<file path="config.mk">
export PLATFORM = sky130hd
export DESIGN_NAME = axi_lite_mem_arbiter_flat
export DESIGN_NICKNAME = d
export VERILOG_FILES = /design/src/rtl/axi_lite_mem_arbiter_pkg.sv /design/src/rtl/axi_lite_mem_arbiter_if.sv /design/src/rtl/axi_lite_mem_arbiter_pick2.sv /design/src/rtl/axi_lite_mem_arbiter.sv /design/src/flat_wrapper.sv
export SDC_FILE = /design/constraint.sdc
export NUM_CORES = 1
export LEC_CHECK = 0
export CAP_MARGIN = 20
export CORE_AREA = 5 5 169 171
export CTS_BUF_LIST = sky130_fd_sc_hd__clkbuf_8 sky130_fd_sc_hd__clkbuf_16
export DETAILED_ROUTE_END_ITERATION = 16
export DIE_AREA = 0 0 174 176
export GPL_TIMING_DRIVEN = 0
export RECOVER_POWER = 100
export SYNTH_ARGS = -nofsm -noshare
export SYNTH_HDL_FRONTEND = slang
export SYNTH_SLANG_ARGS = --single-unit
</file>
<file path="constraint.sdc">
create_clock -name clk -period 3.13 [get_ports clk]
set_input_delay 0.626 -clock clk [delete_from_list [all_inputs] [get_ports clk]]
set_output_delay 0.626 -clock clk [all_outputs]
set_load 0.02 [all_outputs]
</file>
<file path="src/rtl/axi_lite_mem_arbiter_pkg.sv">
// Shared types and constants for the two-requester AXI-lite memory arbiter.
// Latency: none (package only).
// Backpressure: none (package only).
package mem_arb_pkg;

  typedef enum logic [2:0] {
    IDLE  = 3'd0,
    RADDR = 3'd1,
    RDATA = 3'd2,
    WADDR = 3'd3,
    WRESP = 3'd4
  } arb_state_t;

  localparam int         NUM_REQ   = 2;
  localparam logic [1:0] RESP_OKAY = 2'b00;

endpackage

</file>
<file path="src/rtl/axi_lite_mem_arbiter_if.sv">
// AXI-lite bus bundle (AR/R/AW/W/B, no prot) with master and slave views.
// Latency: none (wiring only).
// Backpressure: plain AXI valid/ready on every channel.
interface axi_lite_if #(
  parameter int ADDR_W = 32,
  parameter int DATA_W = 32
) ();
  logic [ADDR_W-1:0]   araddr;
  logic                arvalid;
  logic                arready;
  logic [DATA_W-1:0]   rdata;
  logic [1:0]          rresp;
  logic                rvalid;
  logic                rready;
  logic [ADDR_W-1:0]   awaddr;
  logic                awvalid;
  logic                awready;
  logic [DATA_W-1:0]   wdata;
  logic [DATA_W/8-1:0] wstrb;
  logic                wvalid;
  logic                wready;
  logic [1:0]          bresp;
  logic                bvalid;
  logic                bready;

  modport master (
    output araddr, arvalid, rready, awaddr, awvalid, wdata, wstrb, wvalid, bready,
    input  arready, rdata, rresp, rvalid, awready, wready, bresp, bvalid
  );

  modport slave (
    input  araddr, arvalid, rready, awaddr, awvalid, wdata, wstrb, wvalid, bready,
    output arready, rdata, rresp, rvalid, awready, wready, bresp, bvalid
  );
endinterface

</file>
<file path="src/rtl/axi_lite_mem_arbiter_pick2.sv">
// Two-requester picker: on contention the port that is not `last` wins.
// Latency: combinational.
// Backpressure: none; a lone requester always wins, no request gives 2'b00.
module arb_pick2
  import mem_arb_pkg::*;
(
  input  logic [NUM_REQ-1:0] i_req,
  input  logic               i_last,
  output logic [NUM_REQ-1:0] o_gnt
);

  // Tying i_last low makes this fixed priority with port 1 first.
  always_comb begin
    o_gnt = i_req;
    if (&i_req) begin
      o_gnt = i_last ? 2'b01 : 2'b10;
    end
  end

endmodule

</file>
<file path="src/rtl/axi_lite_mem_arbiter.sv">
// Shares one AXI-lite memory port between icache (s0) and dcache (s1), one transaction at a time.
// Latency: 1-cycle arbitration bubble, then AR/R or AW+W/B forwarded; one IDLE cycle after each.
// Backpressure: owner locked until R/B handshake; loser sees ready/valid 0. AXI_ARB_ROUND_ROBIN_EN selects round-robin.
module axi_lite_mem_arbiter
  import mem_arb_pkg::*;
#(
  parameter int ADDR_W = 32,
  parameter int DATA_W = 32
) (
  input  logic             clk,
  input  logic             rst_n,
  axi_lite_if.slave        s0_axi,
  axi_lite_if.slave        s1_axi,
  axi_lite_if.master       m_axi,
  output logic [1:0]       grant,
  output logic             busy
);

  arb_state_t           r_state;
  logic                 r_sel;
  logic                 r_aw_done;
  logic                 r_w_done;
  logic [NUM_REQ-1:0]   r_grant;

  logic [NUM_REQ-1:0]   w_req;
  logic [NUM_REQ-1:0]   w_gnt;
  logic                 w_last;
  logic                 w_win_ar;

  logic [ADDR_W-1:0]    w_s_araddr;
  logic                 w_s_arvalid;
  logic                 w_s_rready;
  logic [ADDR_W-1:0]    w_s_awaddr;
  logic                 w_s_awvalid;
  logic [DATA_W-1:0]    w_s_wdata;
  logic [DATA_W/8-1:0]  w_s_wstrb;
  logic                 w_s_wvalid;
  logic                 w_s_bready;

  logic w_in_raddr, w_in_rdata, w_in_waddr, w_in_wresp;
  logic w_ar_hs, w_r_hs, w_aw_hs, w_w_hs, w_b_hs, w_aw_fin, w_w_fin;
  logic w_ar_rdy, w_r_vld, w_aw_rdy, w_w_rdy, w_b_vld;

  assign w_req    = {s1_axi.arvalid | s1_axi.awvalid, s0_axi.arvalid | s0_axi.awvalid};
  assign w_win_ar = w_gnt[1] ? s1_axi.arvalid : s0_axi.arvalid;

  arb_pick2 u_pick (
    .i_req  (w_req),
    .i_last (w_last),
    .o_gnt  (w_gnt)
  );

`ifdef AXI_ARB_ROUND_ROBIN_EN
  logic r_last;
  // Remember the latest owner; starts at 1 so port 0 wins the first contention.
  always_ff @(posedge clk) begin
    if (!rst_n)                           r_last <= 1'b1;
    else if (r_state == IDLE && |w_gnt)   r_last <= w_gnt[1];
  end
  assign w_last = r_last;
`else
  assign w_last = 1'b0;
`endif

  // Owner-side request signals, selected only by the registered owner index.
  assign w_s_araddr  = r_sel ? s1_axi.araddr  : s0_axi.araddr;
  assign w_s_arvalid = r_sel ? s1_axi.arvalid : s0_axi.arvalid;
  assign w_s_rready  = r_sel ? s1_axi.rready  : s0_axi.rready;
  assign w_s_awaddr  = r_sel ? s1_axi.awaddr  : s0_axi.awaddr;
  assign w_s_awvalid = r_sel ? s1_axi.awvalid : s0_axi.awvalid;
  assign w_s_wdata   = r_sel ? s1_axi.wdata   : s0_axi.wdata;
  assign w_s_wstrb   = r_sel ? s1_axi.wstrb   : s0_axi.wstrb;
  assign w_s_wvalid  = r_sel ? s1_axi.wvalid  : s0_axi.wvalid;
  assign w_s_bready  = r_sel ? s1_axi.bready  : s0_axi.bready;

  assign w_in_raddr = (r_state == RADDR);
  assign w_in_rdata = (r_state == RDATA);
  assign w_in_waddr = (r_state == WADDR);
  assign w_in_wresp = (r_state == WRESP);

  // Memory side: each channel is open only in its own state; AW/W close once done.
  assign m_axi.arvalid = w_in_raddr & w_s_arvalid;
  assign m_axi.araddr  = w_in_raddr ? w_s_araddr : '0;
  assign m_axi.rready  = w_in_rdata & w_s_rready;
  assign m_axi.awvalid = w_in_waddr & ~r_aw_done & w_s_awvalid;
  assign m_axi.awaddr  = w_in_waddr ? w_s_awaddr : '0;
  assign m_axi.wvalid  = w_in_waddr & ~r_w_done & w_s_wvalid;
  assign m_axi.wdata   = w_in_waddr ? w_s_wdata : '0;
  assign m_axi.wstrb   = w_in_waddr ? w_s_wstrb : '0;
  assign m_axi.bready  = w_in_wresp & w_s_bready;

  assign w_ar_rdy = w_in_raddr & m_axi.arready;
  assign w_r_vld  = w_in_rdata & m_axi.rvalid;
  assign w_aw_rdy = w_in_waddr & ~r_aw_done & m_axi.awready;
  assign w_w_rdy  = w_in_waddr & ~r_w_done & m_axi.wready;
  assign w_b_vld  = w_in_wresp & m_axi.bvalid;

  assign w_ar_hs  = m_axi.arvalid & m_axi.arready;
  assign w_r_hs   = w_r_vld & m_axi.rready;
  assign w_aw_hs  = m_axi.awvalid & m_axi.awready;
  assign w_w_hs   = m_axi.wvalid & m_axi.wready;
  assign w_b_hs   = w_b_vld & m_axi.bready;
  assign w_aw_fin = r_aw_done | w_aw_hs;
  assign w_w_fin  = r_w_done | w_w_hs;

  // Requester side: only the owner ever sees ready/valid or response data.
  assign s0_axi.arready = ~r_sel & w_ar_rdy;
  assign s0_axi.rvalid  = ~r_sel & w_r_vld;
  assign s0_axi.rdata   = (~r_sel & w_in_rdata) ? m_axi.rdata : '0;
  assign s0_axi.rresp   = (~r_sel & w_in_rdata) ? m_axi.rresp : RESP_OKAY;
  assign s0_axi.awready = ~r_sel & w_aw_rdy;
  assign s0_axi.wready  = ~r_sel & w_w_rdy;
  assign s0_axi.bvalid  = ~r_sel & w_b_vld;
  assign s0_axi.bresp   = (~r_sel & w_in_wresp) ? m_axi.bresp : RESP_OKAY;

  assign s1_axi.arready = r_sel & w_ar_rdy;
  assign s1_axi.rvalid  = r_sel & w_r_vld;
  assign s1_axi.rdata   = (r_sel & w_in_rdata) ? m_axi.rdata : '0;
  assign s1_axi.rresp   = (r_sel & w_in_rdata) ? m_axi.rresp : RESP_OKAY;
  assign s1_axi.awready = r_sel & w_aw_rdy;
  assign s1_axi.wready  = r_sel & w_w_rdy;
  assign s1_axi.bvalid  = r_sel & w_b_vld;
  assign s1_axi.bresp   = (r_sel & w_in_wresp) ? m_axi.bresp : RESP_OKAY;

  assign grant = r_grant;
  assign busy  = (r_state != IDLE);

  // Transaction FSM: arbitrate in IDLE, lock the owner until its R or B handshake.
  always_ff @(posedge clk) begin
    if (!rst_n) begin
      r_state   <= IDLE;
      r_sel     <= 1'b0;
      r_aw_done <= 1'b0;
      r_w_done  <= 1'b0;
      r_grant   <= '0;
    end else begin
      case (r_state)
        IDLE: begin
          if (|w_gnt) begin
            r_sel   <= w_gnt[1];
            r_grant <= w_gnt;
            r_state <= w_win_ar ? RADDR : WADDR;
          end
        end
        RADDR: if (w_ar_hs) r_state <= RDATA;
        RDATA: begin
          if (w_r_hs) begin
            r_state <= IDLE;
            r_grant <= '0;
          end
        end
        WADDR: begin
          if (w_aw_fin && w_w_fin) begin
            r_aw_done <= 1'b0;
            r_w_done  <= 1'b0;
            r_state   <= WRESP;
          end else begin
            if (w_aw_hs) r_aw_done <= 1'b1;
            if (w_w_hs)  r_w_done  <= 1'b1;
          end
        end
        WRESP: begin
          if (w_b_hs) begin
            r_state <= IDLE;
            r_grant <= '0;
          end
        end
        default: r_state <= IDLE;
      endcase
    end
  end

endmodule

</file>
<file path="src/flat_wrapper.sv">
// flat-port wrapper written by rule: the top's interface ports become plain ports
module axi_lite_mem_arbiter_flat import mem_arb_pkg::*;
#(
  parameter int ADDR_W = 32,
  parameter int DATA_W = 32
)
  (clk, rst_n, grant, busy, s0_axi_araddr, s0_axi_arvalid, s0_axi_rready, s0_axi_awaddr, s0_axi_awvalid, s0_axi_wdata, s0_axi_wstrb, s0_axi_wvalid, s0_axi_bready, s0_axi_arready, s0_axi_rdata, s0_axi_rresp, s0_axi_rvalid, s0_axi_awready, s0_axi_wready, s0_axi_bresp, s0_axi_bvalid, s1_axi_araddr, s1_axi_arvalid, s1_axi_rready, s1_axi_awaddr, s1_axi_awvalid, s1_axi_wdata, s1_axi_wstrb, s1_axi_wvalid, s1_axi_bready, s1_axi_arready, s1_axi_rdata, s1_axi_rresp, s1_axi_rvalid, s1_axi_awready, s1_axi_wready, s1_axi_bresp, s1_axi_bvalid, m_axi_araddr, m_axi_arvalid, m_axi_rready, m_axi_awaddr, m_axi_awvalid, m_axi_wdata, m_axi_wstrb, m_axi_wvalid, m_axi_bready, m_axi_arready, m_axi_rdata, m_axi_rresp, m_axi_rvalid, m_axi_awready, m_axi_wready, m_axi_bresp, m_axi_bvalid);
  axi_lite_if #(.ADDR_W(ADDR_W), .DATA_W(DATA_W)) s0_axi_i ();
  axi_lite_if #(.ADDR_W(ADDR_W), .DATA_W(DATA_W)) s1_axi_i ();
  axi_lite_if #(.ADDR_W(ADDR_W), .DATA_W(DATA_W)) m_axi_i ();
  input  logic clk;
  input  logic rst_n;
  output logic [1:0] grant;
  output logic busy;
  input wire logic [$bits(s0_axi_i.araddr)-1:0] s0_axi_araddr;
  input wire logic [$bits(s0_axi_i.arvalid)-1:0] s0_axi_arvalid;
  input wire logic [$bits(s0_axi_i.rready)-1:0] s0_axi_rready;
  input wire logic [$bits(s0_axi_i.awaddr)-1:0] s0_axi_awaddr;
  input wire logic [$bits(s0_axi_i.awvalid)-1:0] s0_axi_awvalid;
  input wire logic [$bits(s0_axi_i.wdata)-1:0] s0_axi_wdata;
  input wire logic [$bits(s0_axi_i.wstrb)-1:0] s0_axi_wstrb;
  input wire logic [$bits(s0_axi_i.wvalid)-1:0] s0_axi_wvalid;
  input wire logic [$bits(s0_axi_i.bready)-1:0] s0_axi_bready;
  output wire logic [$bits(s0_axi_i.arready)-1:0] s0_axi_arready;
  output wire logic [$bits(s0_axi_i.rdata)-1:0] s0_axi_rdata;
  output wire logic [$bits(s0_axi_i.rresp)-1:0] s0_axi_rresp;
  output wire logic [$bits(s0_axi_i.rvalid)-1:0] s0_axi_rvalid;
  output wire logic [$bits(s0_axi_i.awready)-1:0] s0_axi_awready;
  output wire logic [$bits(s0_axi_i.wready)-1:0] s0_axi_wready;
  output wire logic [$bits(s0_axi_i.bresp)-1:0] s0_axi_bresp;
  output wire logic [$bits(s0_axi_i.bvalid)-1:0] s0_axi_bvalid;
  input wire logic [$bits(s1_axi_i.araddr)-1:0] s1_axi_araddr;
  input wire logic [$bits(s1_axi_i.arvalid)-1:0] s1_axi_arvalid;
  input wire logic [$bits(s1_axi_i.rready)-1:0] s1_axi_rready;
  input wire logic [$bits(s1_axi_i.awaddr)-1:0] s1_axi_awaddr;
  input wire logic [$bits(s1_axi_i.awvalid)-1:0] s1_axi_awvalid;
  input wire logic [$bits(s1_axi_i.wdata)-1:0] s1_axi_wdata;
  input wire logic [$bits(s1_axi_i.wstrb)-1:0] s1_axi_wstrb;
  input wire logic [$bits(s1_axi_i.wvalid)-1:0] s1_axi_wvalid;
  input wire logic [$bits(s1_axi_i.bready)-1:0] s1_axi_bready;
  output wire logic [$bits(s1_axi_i.arready)-1:0] s1_axi_arready;
  output wire logic [$bits(s1_axi_i.rdata)-1:0] s1_axi_rdata;
  output wire logic [$bits(s1_axi_i.rresp)-1:0] s1_axi_rresp;
  output wire logic [$bits(s1_axi_i.rvalid)-1:0] s1_axi_rvalid;
  output wire logic [$bits(s1_axi_i.awready)-1:0] s1_axi_awready;
  output wire logic [$bits(s1_axi_i.wready)-1:0] s1_axi_wready;
  output wire logic [$bits(s1_axi_i.bresp)-1:0] s1_axi_bresp;
  output wire logic [$bits(s1_axi_i.bvalid)-1:0] s1_axi_bvalid;
  output wire logic [$bits(m_axi_i.araddr)-1:0] m_axi_araddr;
  output wire logic [$bits(m_axi_i.arvalid)-1:0] m_axi_arvalid;
  output wire logic [$bits(m_axi_i.rready)-1:0] m_axi_rready;
  output wire logic [$bits(m_axi_i.awaddr)-1:0] m_axi_awaddr;
  output wire logic [$bits(m_axi_i.awvalid)-1:0] m_axi_awvalid;
  output wire logic [$bits(m_axi_i.wdata)-1:0] m_axi_wdata;
  output wire logic [$bits(m_axi_i.wstrb)-1:0] m_axi_wstrb;
  output wire logic [$bits(m_axi_i.wvalid)-1:0] m_axi_wvalid;
  output wire logic [$bits(m_axi_i.bready)-1:0] m_axi_bready;
  input wire logic [$bits(m_axi_i.arready)-1:0] m_axi_arready;
  input wire logic [$bits(m_axi_i.rdata)-1:0] m_axi_rdata;
  input wire logic [$bits(m_axi_i.rresp)-1:0] m_axi_rresp;
  input wire logic [$bits(m_axi_i.rvalid)-1:0] m_axi_rvalid;
  input wire logic [$bits(m_axi_i.awready)-1:0] m_axi_awready;
  input wire logic [$bits(m_axi_i.wready)-1:0] m_axi_wready;
  input wire logic [$bits(m_axi_i.bresp)-1:0] m_axi_bresp;
  input wire logic [$bits(m_axi_i.bvalid)-1:0] m_axi_bvalid;
  assign s0_axi_i.araddr = s0_axi_araddr;
  assign s0_axi_i.arvalid = s0_axi_arvalid;
  assign s0_axi_i.rready = s0_axi_rready;
  assign s0_axi_i.awaddr = s0_axi_awaddr;
  assign s0_axi_i.awvalid = s0_axi_awvalid;
  assign s0_axi_i.wdata = s0_axi_wdata;
  assign s0_axi_i.wstrb = s0_axi_wstrb;
  assign s0_axi_i.wvalid = s0_axi_wvalid;
  assign s0_axi_i.bready = s0_axi_bready;
  assign s0_axi_arready = s0_axi_i.arready;
  assign s0_axi_rdata = s0_axi_i.rdata;
  assign s0_axi_rresp = s0_axi_i.rresp;
  assign s0_axi_rvalid = s0_axi_i.rvalid;
  assign s0_axi_awready = s0_axi_i.awready;
  assign s0_axi_wready = s0_axi_i.wready;
  assign s0_axi_bresp = s0_axi_i.bresp;
  assign s0_axi_bvalid = s0_axi_i.bvalid;
  assign s1_axi_i.araddr = s1_axi_araddr;
  assign s1_axi_i.arvalid = s1_axi_arvalid;
  assign s1_axi_i.rready = s1_axi_rready;
  assign s1_axi_i.awaddr = s1_axi_awaddr;
  assign s1_axi_i.awvalid = s1_axi_awvalid;
  assign s1_axi_i.wdata = s1_axi_wdata;
  assign s1_axi_i.wstrb = s1_axi_wstrb;
  assign s1_axi_i.wvalid = s1_axi_wvalid;
  assign s1_axi_i.bready = s1_axi_bready;
  assign s1_axi_arready = s1_axi_i.arready;
  assign s1_axi_rdata = s1_axi_i.rdata;
  assign s1_axi_rresp = s1_axi_i.rresp;
  assign s1_axi_rvalid = s1_axi_i.rvalid;
  assign s1_axi_awready = s1_axi_i.awready;
  assign s1_axi_wready = s1_axi_i.wready;
  assign s1_axi_bresp = s1_axi_i.bresp;
  assign s1_axi_bvalid = s1_axi_i.bvalid;
  assign m_axi_araddr = m_axi_i.araddr;
  assign m_axi_arvalid = m_axi_i.arvalid;
  assign m_axi_rready = m_axi_i.rready;
  assign m_axi_awaddr = m_axi_i.awaddr;
  assign m_axi_awvalid = m_axi_i.awvalid;
  assign m_axi_wdata = m_axi_i.wdata;
  assign m_axi_wstrb = m_axi_i.wstrb;
  assign m_axi_wvalid = m_axi_i.wvalid;
  assign m_axi_bready = m_axi_i.bready;
  assign m_axi_i.arready = m_axi_arready;
  assign m_axi_i.rdata = m_axi_rdata;
  assign m_axi_i.rresp = m_axi_rresp;
  assign m_axi_i.rvalid = m_axi_rvalid;
  assign m_axi_i.awready = m_axi_awready;
  assign m_axi_i.wready = m_axi_wready;
  assign m_axi_i.bresp = m_axi_bresp;
  assign m_axi_i.bvalid = m_axi_bvalid;
  axi_lite_mem_arbiter #(.ADDR_W(ADDR_W), .DATA_W(DATA_W)) u_core (.clk(clk), .rst_n(rst_n), .s0_axi(s0_axi_i), .s1_axi(s1_axi_i), .m_axi(m_axi_i), .grant(grant), .busy(busy));
endmodule
</file>
Yosys cells after proc, flatten, opt, wreduce, memory -nomap -nowiden
Index checks and enable logic that the tools add are counted.

Register bits after elaboration: 8. Input port bits: 253. Logic and storage cells: 101. Output and inout bits: 190.

Bitwise operators: 38. Reductions and logical operators: 13. Muxes and demuxes: 36. Equality and inequality tests: 9.

Operator list (count): two-way mux 32 bit (8); AND 1 bit (31); two-way mux 2 bit (9); two-way mux 3 bit (5); case mux 3 bit (5 select lines) (1); two-way mux 1 bit (10); two-way mux 4 bit (2); != test 2 bit (second input constant) (4); AND reduction 2 bit (4); equality test 3 x 2 -> 1 bit (second input constant) (2); case mux 2 bit (3 select lines) (1); nonzero test 3 bit (2); AND reduction 5 bit (1); bitwise OR 1 bit (4); AND reduction 4 bit (1); nonzero test 2 bit (2); equality test 3 x 1 -> 1 bit (second input constant) (1); equality test 3 bit (second input constant) (1); zero test 3 bit (1); inverter 1 bit (3); != test 2 x 1 -> 1 bit (second input constant) (1); OR reduction 2 bit (1); logical AND 1 bit (1).

Depth between registers and ports, before layout
Gate-level depths: netlist of the first run.

Word-level depth: 8. Gate-level depth with buffers: 7. Mapped depth without buffers: 5.

Hierarchy
Synthesis of the first run repeated with hierarchy kept, for this count alone.

Cells, all modules: 390. Area, all modules: 2643.8 µm².

Modules (own cells, without submodules): axi_lite_mem_arbiter (sequential area each 160.2 µm², times used 1, cells an instance 387, area an instance 2625.0 µm²); arb_pick2 (sequential area each 0.0 µm², times used 1, cells an instance 3, area an instance 18.8 µm²).

Worst setup path after synthesis of the first run
No wires, ideal clock.

Path kind: register -> output. Start: register u_core.r_state[2]. End: output port m_axi_araddr[10]. Data required time: 2.504 ns. Cell stages (with the launch flop): 6. Arrival: 1.417 ns. Setup slack: 1.087 ns. Cells stage by stage: dfxtp_1 > buf_2 > or3b_1 > buf_6 > clkbuf_1 > nor2_1.

Word-level cells in the longest chain between the ends: 2.

Ends and longest elaborated chain: start, declared (RTL line axi_lite_mem_arbiter.sv:19) `arb_state_t r_state;`; start signal, assigned (RTL line axi_lite_mem_arbiter.sv:142) `r_state <= w_win_ar ? RADDR : WADDR;`; equality test 3 x 1 -> 1 bit (RTL line axi_lite_mem_arbiter.sv:76) `assign w_in_raddr = (r_state == RADDR);`; two-way mux 32 bit (RTL line axi_lite_mem_arbiter.sv:83) `assign m_axi.araddr = w_in_raddr ? w_s_araddr : '0;`; end, declared (RTL line flat_wrapper.sv:49) `output wire logic [$bits(m_axi_i.araddr)-1:0] m_axi_araddr;`.

Every way passes these cells.

Worst setup path after layout of the first run
Start: register u_core.r_sel. End: output port m_axi_araddr[16].

Word-level cells in the longest chain between the ends: 2.

Ends and longest elaborated chain: start, declared (RTL line axi_lite_mem_arbiter.sv:20) `logic r_sel;`; start signal, assigned (RTL line axi_lite_mem_arbiter.sv:140) `r_sel <= w_gnt[1];`; two-way mux 32 bit (RTL line axi_lite_mem_arbiter.sv:66) `assign w_s_araddr = r_sel ? s1_axi.araddr : s0_axi.araddr;`; two-way mux 32 bit (RTL line axi_lite_mem_arbiter.sv:83).

Every way passes these cells.

==> results of run 1 <==
-- kinds of logic after synthesis --
| group | count (synthesis) |
|---|---|
| compound gates | 16 |
| mux | 105 |
| flops | 8 |
| buf+inv | 40 |
| simple gates | 221 |
-- how the worst max path moves through the flow --
stage                      start                to  slack (ns)  cells after the start
2_1_floorplan  u_core.r_state[2]  m_axi_araddr[10]        1.09                      5
3_3_place_gp        u_core.r_sel   s1_axi_rdata[7]       -0.27                      7
3_5_place_dp        u_core.r_sel   s1_axi_rdata[7]       -0.26                      7
4_1_cts             u_core.r_sel   s1_axi_rdata[7]        0.02                      7
5_1_grt             u_core.r_sel   s1_axi_rdata[1]      -0.003                      7
6_report            u_core.r_sel  m_axi_araddr[16]        0.16                      7
-- state kept, by name (all words and copies together), names as in the netlist --
| register | count |
|---|---|
| u_core.r_state | 3 |
| u_core.r_aw_done | 1 |
| u_core.r_sel | 1 |
| u_core.grant | 2 |
| u_core.r_w_done | 1 |
-- worst reg2reg max path, delay by kind of cell, from the launching register on --
family | cells | cell delay (ns)
and+or+nand+nor | 1 | 0.08
muxes | 1 | 0.31
buffers and inverters | 1 | 0.17
DFF | 1 | 0.30
AOI/OAI and AO/OA | 3 | 0.70
-- what timing repair did --
action | CTS | global route
setup endpoints to repair | 59 | 68
buffers inserted | 1 | 0
gates resized for setup | 10 | 18
-- final cells by class --
cell class | count | share of cell area, %
repair buffers | 443 | 58.4
flip-flops and latches | 8 | 2.11
multi-input cells | 342 | 30.0
plain buffers | 35 | 2.62
well taps | 341 | 5.62
clock buffers | 3 | 0.988
inverters | 5 | 0.296
-- stage by stage --
stage | hold WS [ns] | utilization [%]
floorplan | 0.504 | -
global placement | 0.455 | 27.9
detailed placement | 0.465 | 27.9
CTS | 0.471 | 28.4
global route | 0.510 | 28.4
finish | 0.463 | 28.4
-- layout by cell type, fill, tap and decap left out, drive strengths merged, types with 8 or more instances in the layout --
master / instances
clkbuf: 18
dfxtp: 8
clkdlybuf4s50: 433
buf: 21
dlygate4sd3: 8
nor2: 115
and3: 11
nand2: 8
and2: 70
mux2i: 105
-- where the power goes --
group,internal (mW),total (mW),switching (mW)
registers,0.127,0.137,0.00988
logic,1.42,2.94,1.52
clock network,0.165,0.214,0.0498
total,1.72,3.29,1.58
-- metal layers --
layer	vias to the layer above	wire (um)
li1	2194	-
met4	4	263
met5	-	27
met1	2008	8660
met2	278	11500
met3	18	2010
==> metrics.txt, run 1 <==
status completed; number of buffers created by CTS 3; crit path DAT 2.35 ns; die width 174 um; Post-Synth Simple-Gate Area ~41%; DRT iter0 DRCs ~110; most numerous cell in the Yosys netlist nor2_1; PD cells 433 mW/mm^2; Post-Synth Adder-Cell Area 0%; Post-synth ARST share 0%; R2R Setup Slk about 1.5 ns; Clock Sinks 8; min Tclk post-route 2.97 ns; biggest area consumer among synthesized cells mux2i_1; global routing's busiest layer met2; Post-DP HPWL 20400 um; share of the synthesized area in the top cell type between 40% and 50%; GR Overflow Total 0; Final Cycle Share between 90% and 100%; worst slew margin relative to its limit between 60% and 70%; drt pass-1 iters 4; dpl cells approximately 1200; FF+latch area around 160 um^2; core area 0.0267 mm^2; Wirelength per Cell around 19 um; non-filler cells in the finished layout 1177; nets 1091; clk slew on worst S/H paths about 0.040 ns; worst hold endpoint u_core.grant[1]; pre-CTS setup slack -0.260 ns; crit-path most repeated cell buf_4; CP Max Fanout 10; global-route wire length before repair between 30000 and 40000 um; fmax 0.336 GHz; Slowest-stage cell, CP clkdlybuf4s50_1; full die area a little over 0.03 mm^2; Static Leak roughly 2.9 nW; Final Total Pwr roughly 3.3 mW; Die H between 150 and 200 um; synthesis-stage register bit count 8; Hold Fails Final Rpt 0; Via density approximately 3.8; CP Class reg2out; top cells by area in the synthesized netlist mux2i_1 40%, and2_1 17%, nor2_1 16%, dfxtp_1 6.1%, and3_1 2.6%; CTS tree done; P&R area growth vs syn 190%; Layout Skew approximately 0.00054 ns; gate count after technology mapping 390; Worst Hold Depth 2; reg2reg path depth 6; antenna-violating nets left 0; Design Area, Final ~0.0076 mm^2; initial antenna violation count 4; max cap viols 0; Final Wtd Congestion ~0.8; Post-synth EDFFs 0; hold_buf cts 0; share of cell area taken by muxes after synthesis approximately 40%; GR Layer Usage met2 between 20 and 30%; CTS Root Cell clkbuf_16; post-synth design cell area between 0.002 and 0.003 mm^2; Multi-input gate area roughly 0.0023 mm^2; path type of the worst min-delay path reg2reg; Cell Area, Placed around 0.0075 mm^2; xor/xnor share of the synthesized area 0%; met1 usage around 15%; setup ws final around 0.16 ns; Avg Cell Area, Syn between 6 and 7 um^2; port bufs 442; CP Cell Sequence buf_4 -> buf_4 -> buf_4 -> buf_4 -> mux2i_1 -> nor2_1 -> clkdlybuf4s50_1; vias in the first global route between 4000 and 5000; Seq/Total Area, Yosys around 6.1%; H-tree Lvls 1; drt total wl around 22000 um; DR DRC count 0; Worst path max stage delay roughly 0.56 ns; count of different cell masters after synthesis 30; share of layout cells above drive strength 1 4.78%; Finish-stage setup viols 0; Primary FF master, synth dfxtp_1; Synth Net Count 643; fillers roughly 2900; Crit path required time about 2.5 ns; antenna cell count 0; hold wc startpoint u_core.grant[1]; cell row count 60; RR Startpoint u_core.r_sel; Top Ports between 400 and 500; Starting Density 9.80%; Startpoint Class flop; overall global routing resource usage roughly an eighth; Commonest cells post-synth 115 x nor2_1, 105 x mux2i_1, 70 x and2_1; vias post-DR 4502; Synth Area in Compound Gates 5.35%; clk_lat worst skew 0.23 ns; largest net degree at the start of global routing 11; GR Util met3 about 4.1%; Slew Limit Fails 0; crit end category output pin; Reg-to-Reg End u_core.r_state[2]; Clock Path Buffers 2; worst path bufs/invs 5; largest family of logic cells by synthesized area simple AND/OR/NAND/NOR gates; actual slew at the worst max-slew pin approximately 0.47 ns; Ys Warns 0; worst vdd ir between 0.00015 and 0.0002 V; cell family with most CP delay buffers and inverters; setup_tns 0 ns
Note: power is estimated with default switching activity, not from simulation.
==> inputs of run 2 (changes only) <==
- CAP_MARGIN: 20 -> default
==> results of run 2 <==
No change in the layout: final DEF, timing and power equal those of run 1.
==> inputs of run 3 (changes only) <==
- SETUP_SLACK_MARGIN: default -> 0.02
==> run 3 against run 2 <==
Wire length fell by 0.20%. Critical path type unchanged. First-iteration DRC count fell by 19%. Final area barely moved.
==> metrics.txt, run 3 (synthesized netlist as in run 1, its figures left out) <==
largest net degree at the start of global routing 11 (unchanged); Slew Limit Fails 0 (unchanged); H-tree Lvls 1 (unchanged); Via density 3.82 (-0.11%); Design Area, Final 0.00760 mm^2 (about the same); Hold Fails Final Rpt 0 (unchanged); non-filler cells in the finished layout 1178 (+0.085%); number of flip-flops in the largest register 3 (unchanged); DR DRC count 0 (unchanged); worst slew margin relative to its limit 67.7% (about the same); drt pass-1 iters 4 (unchanged); CTS tree done; min Tclk post-route 2.99 ns (+0.0148 ns); overall global routing resource usage 13.4% (unchanged); Reg-to-Reg End u_core.r_state[1]; vias post-DR 4501 (-0.022%); reg2reg path depth 7 (+1); global-route wire length before repair 31400 um (unchanged); CP Class reg2out; Finish-stage setup viols 0 (unchanged); fillers 2874 (+0.070%); clk_lat worst skew 0.23 ns (about the same); worst hold endpoint u_core.grant[1]; die width 174 um (unchanged); hold wc startpoint u_core.grant[1]; Die H 176 um (unchanged); nets 1092 (+0.092%); Final Wtd Congestion 0.804 (unchanged); cell row count 60 (unchanged); RR Startpoint u_core.r_state[2]; most flop-heavy register u_core.r_state; initial antenna violation count 4 (unchanged); path type of the worst min-delay path reg2reg; status completed; Worst Hold Depth 2 (unchanged); port bufs 442 (unchanged); antenna cell count 0 (unchanged); Clock Sinks 8 (unchanged); drt total wl 22400 um (-0.20%); P&R area growth vs syn 190% (about the same); leading cell type in the layout, fill and taps excluded clkdlybuf4s50_1; worst vdd ir 0.000181 V (-1.6%); fmax 0.335 GHz (-0.50%); DRT iter0 DRCs 88 (-19%); setup_tns 0 ns (unchanged); GR Overflow Total 0 (unchanged); Startpoint Class flop; dpl cells 1173 (unchanged); crit end category output pin; number of buffers created by CTS 3 (unchanged); clk slew on worst S/H paths 0.04 ns (about the same); Top Ports 443 (unchanged); R2R Setup Slk 1.49 ns (-0.03 ns); Crit path required time 2.50 ns (about the same); CP Max Fanout 10 (unchanged); vias in the first global route 4864 (unchanged); PD cells 423 mW/mm^2 (-2.3%); Wirelength per Cell 19.1 um (-0.28%); core area 0.0267 mm^2 (unchanged); commonest non-fill, non-tap cells in the layout 344 x clkdlybuf4s50_1, 113 x nor2_1, 105 x mux2i_1, 97 x dlygate4sd3_1, 51 x and2_1; antenna-violating nets left 0 (unchanged); max cap viols 0 (unchanged); Layout Skew 0.00125 ns (+0.000717 ns); Final Cycle Share 95.4% (+0.47 points); full die area 0.0306 mm^2 (unchanged); Final Total Pwr 3.22 mW (-2.3%); final hold slack 0.463 ns (-0.0000770 ns); Static Leak 3.15 nW (+9.3%); Clock Path Buffers 2 (unchanged); actual slew at the worst max-slew pin 0.471 ns (+0.000203 ns); RSZ-0062 raised after global routing true; Starting Density 9.80% (unchanged); Cell Area, Placed 0.00747 mm^2 (unchanged); Post-DP HPWL 20400 um (unchanged); crit path DAT 2.36 ns (about the same); CTS Root Cell clkbuf_16; share of layout cells above drive strength 1 4.78% (-0.0057 points)
## run 3: power by group
part	total [mW]	internal, mW	switching [mW]
Sequential	0.137	0.127	0.00989
Clock	0.215	0.165	0.0504
Combinational	2.86	1.36	1.51
## run 3: worst max path at each step
| stage | start | to | slack, ns | depth (start not counted) |
|---|---|---|---|---|
| 6_report | u_core.r_state[2] | m_axi_araddr[10] | 0.14 | 6 |
| 5_1_grt | u_core.r_sel | s1_axi_rdata[7] | 0.006 | 7 |
| 4_1_cts | u_core.r_sel | s1_axi_rdata[7] | 0.02 | 7 |
| 3_5_place_dp | u_core.r_sel | s1_axi_rdata[7] | -0.26 | 7 |
| 3_3_place_gp | u_core.r_sel | s1_axi_rdata[7] | -0.27 | 7 |
| 2_1_floorplan | u_core.r_state[2] | m_axi_araddr[10] | 1.09 | 5 |
## run 3: critical path, stage by stage (launching register included)
cell	delay [ns]
dfxtp_1	0.29
buf_2	0.16
or3b_1	0.36
buf_4	0.19
clkbuf_1	0.25
nor2_1	0.17
dlygate4sd3_1	0.70
## run 3: routing by layer
layer / track usage [%] / up-vias / share of wire (%)
li1: - / 2195 / -
met1: 15.0 / 2004 / 38
met2: 25.5 / 279 / 51
met3: 4.07 / 19 / 9.0
met4: 1.65 / 4 / 1.2
met5: 0 / - / 0.12
## run 3: area by class of cell
cell class                 count  area [um^2]  area share [%]
buffer                        35          193            2.54
clock buffer                   3         75.1           0.988
inverter                       5         22.5           0.296
multi-input combinational    342         2280            30.0
sequential                     8          160            2.11
tap                          341          427            5.62
timing repair buffer         444         4440            58.5
## run 3: stage by stage
step	utilization (%)	setup WS, ns
6_report	28.4	0.143
3_5_place_dp	27.9	-0.260
3_3_place_gp	27.9	-0.270
4_1_cts	28.4	0.0236
5_1_grt	28.4	0.00606
2_1_floorplan	-	1.09
## run 3: timing repair
item                                    4_1_cts  5_1_grt
buffers inserted                              1        1
hold buffers                                  0        0
hold endpoints to repair                      0        0
endpoints found under the setup margin       62       86
pin swaps                                     0        1
gates resized for setup                      10       15
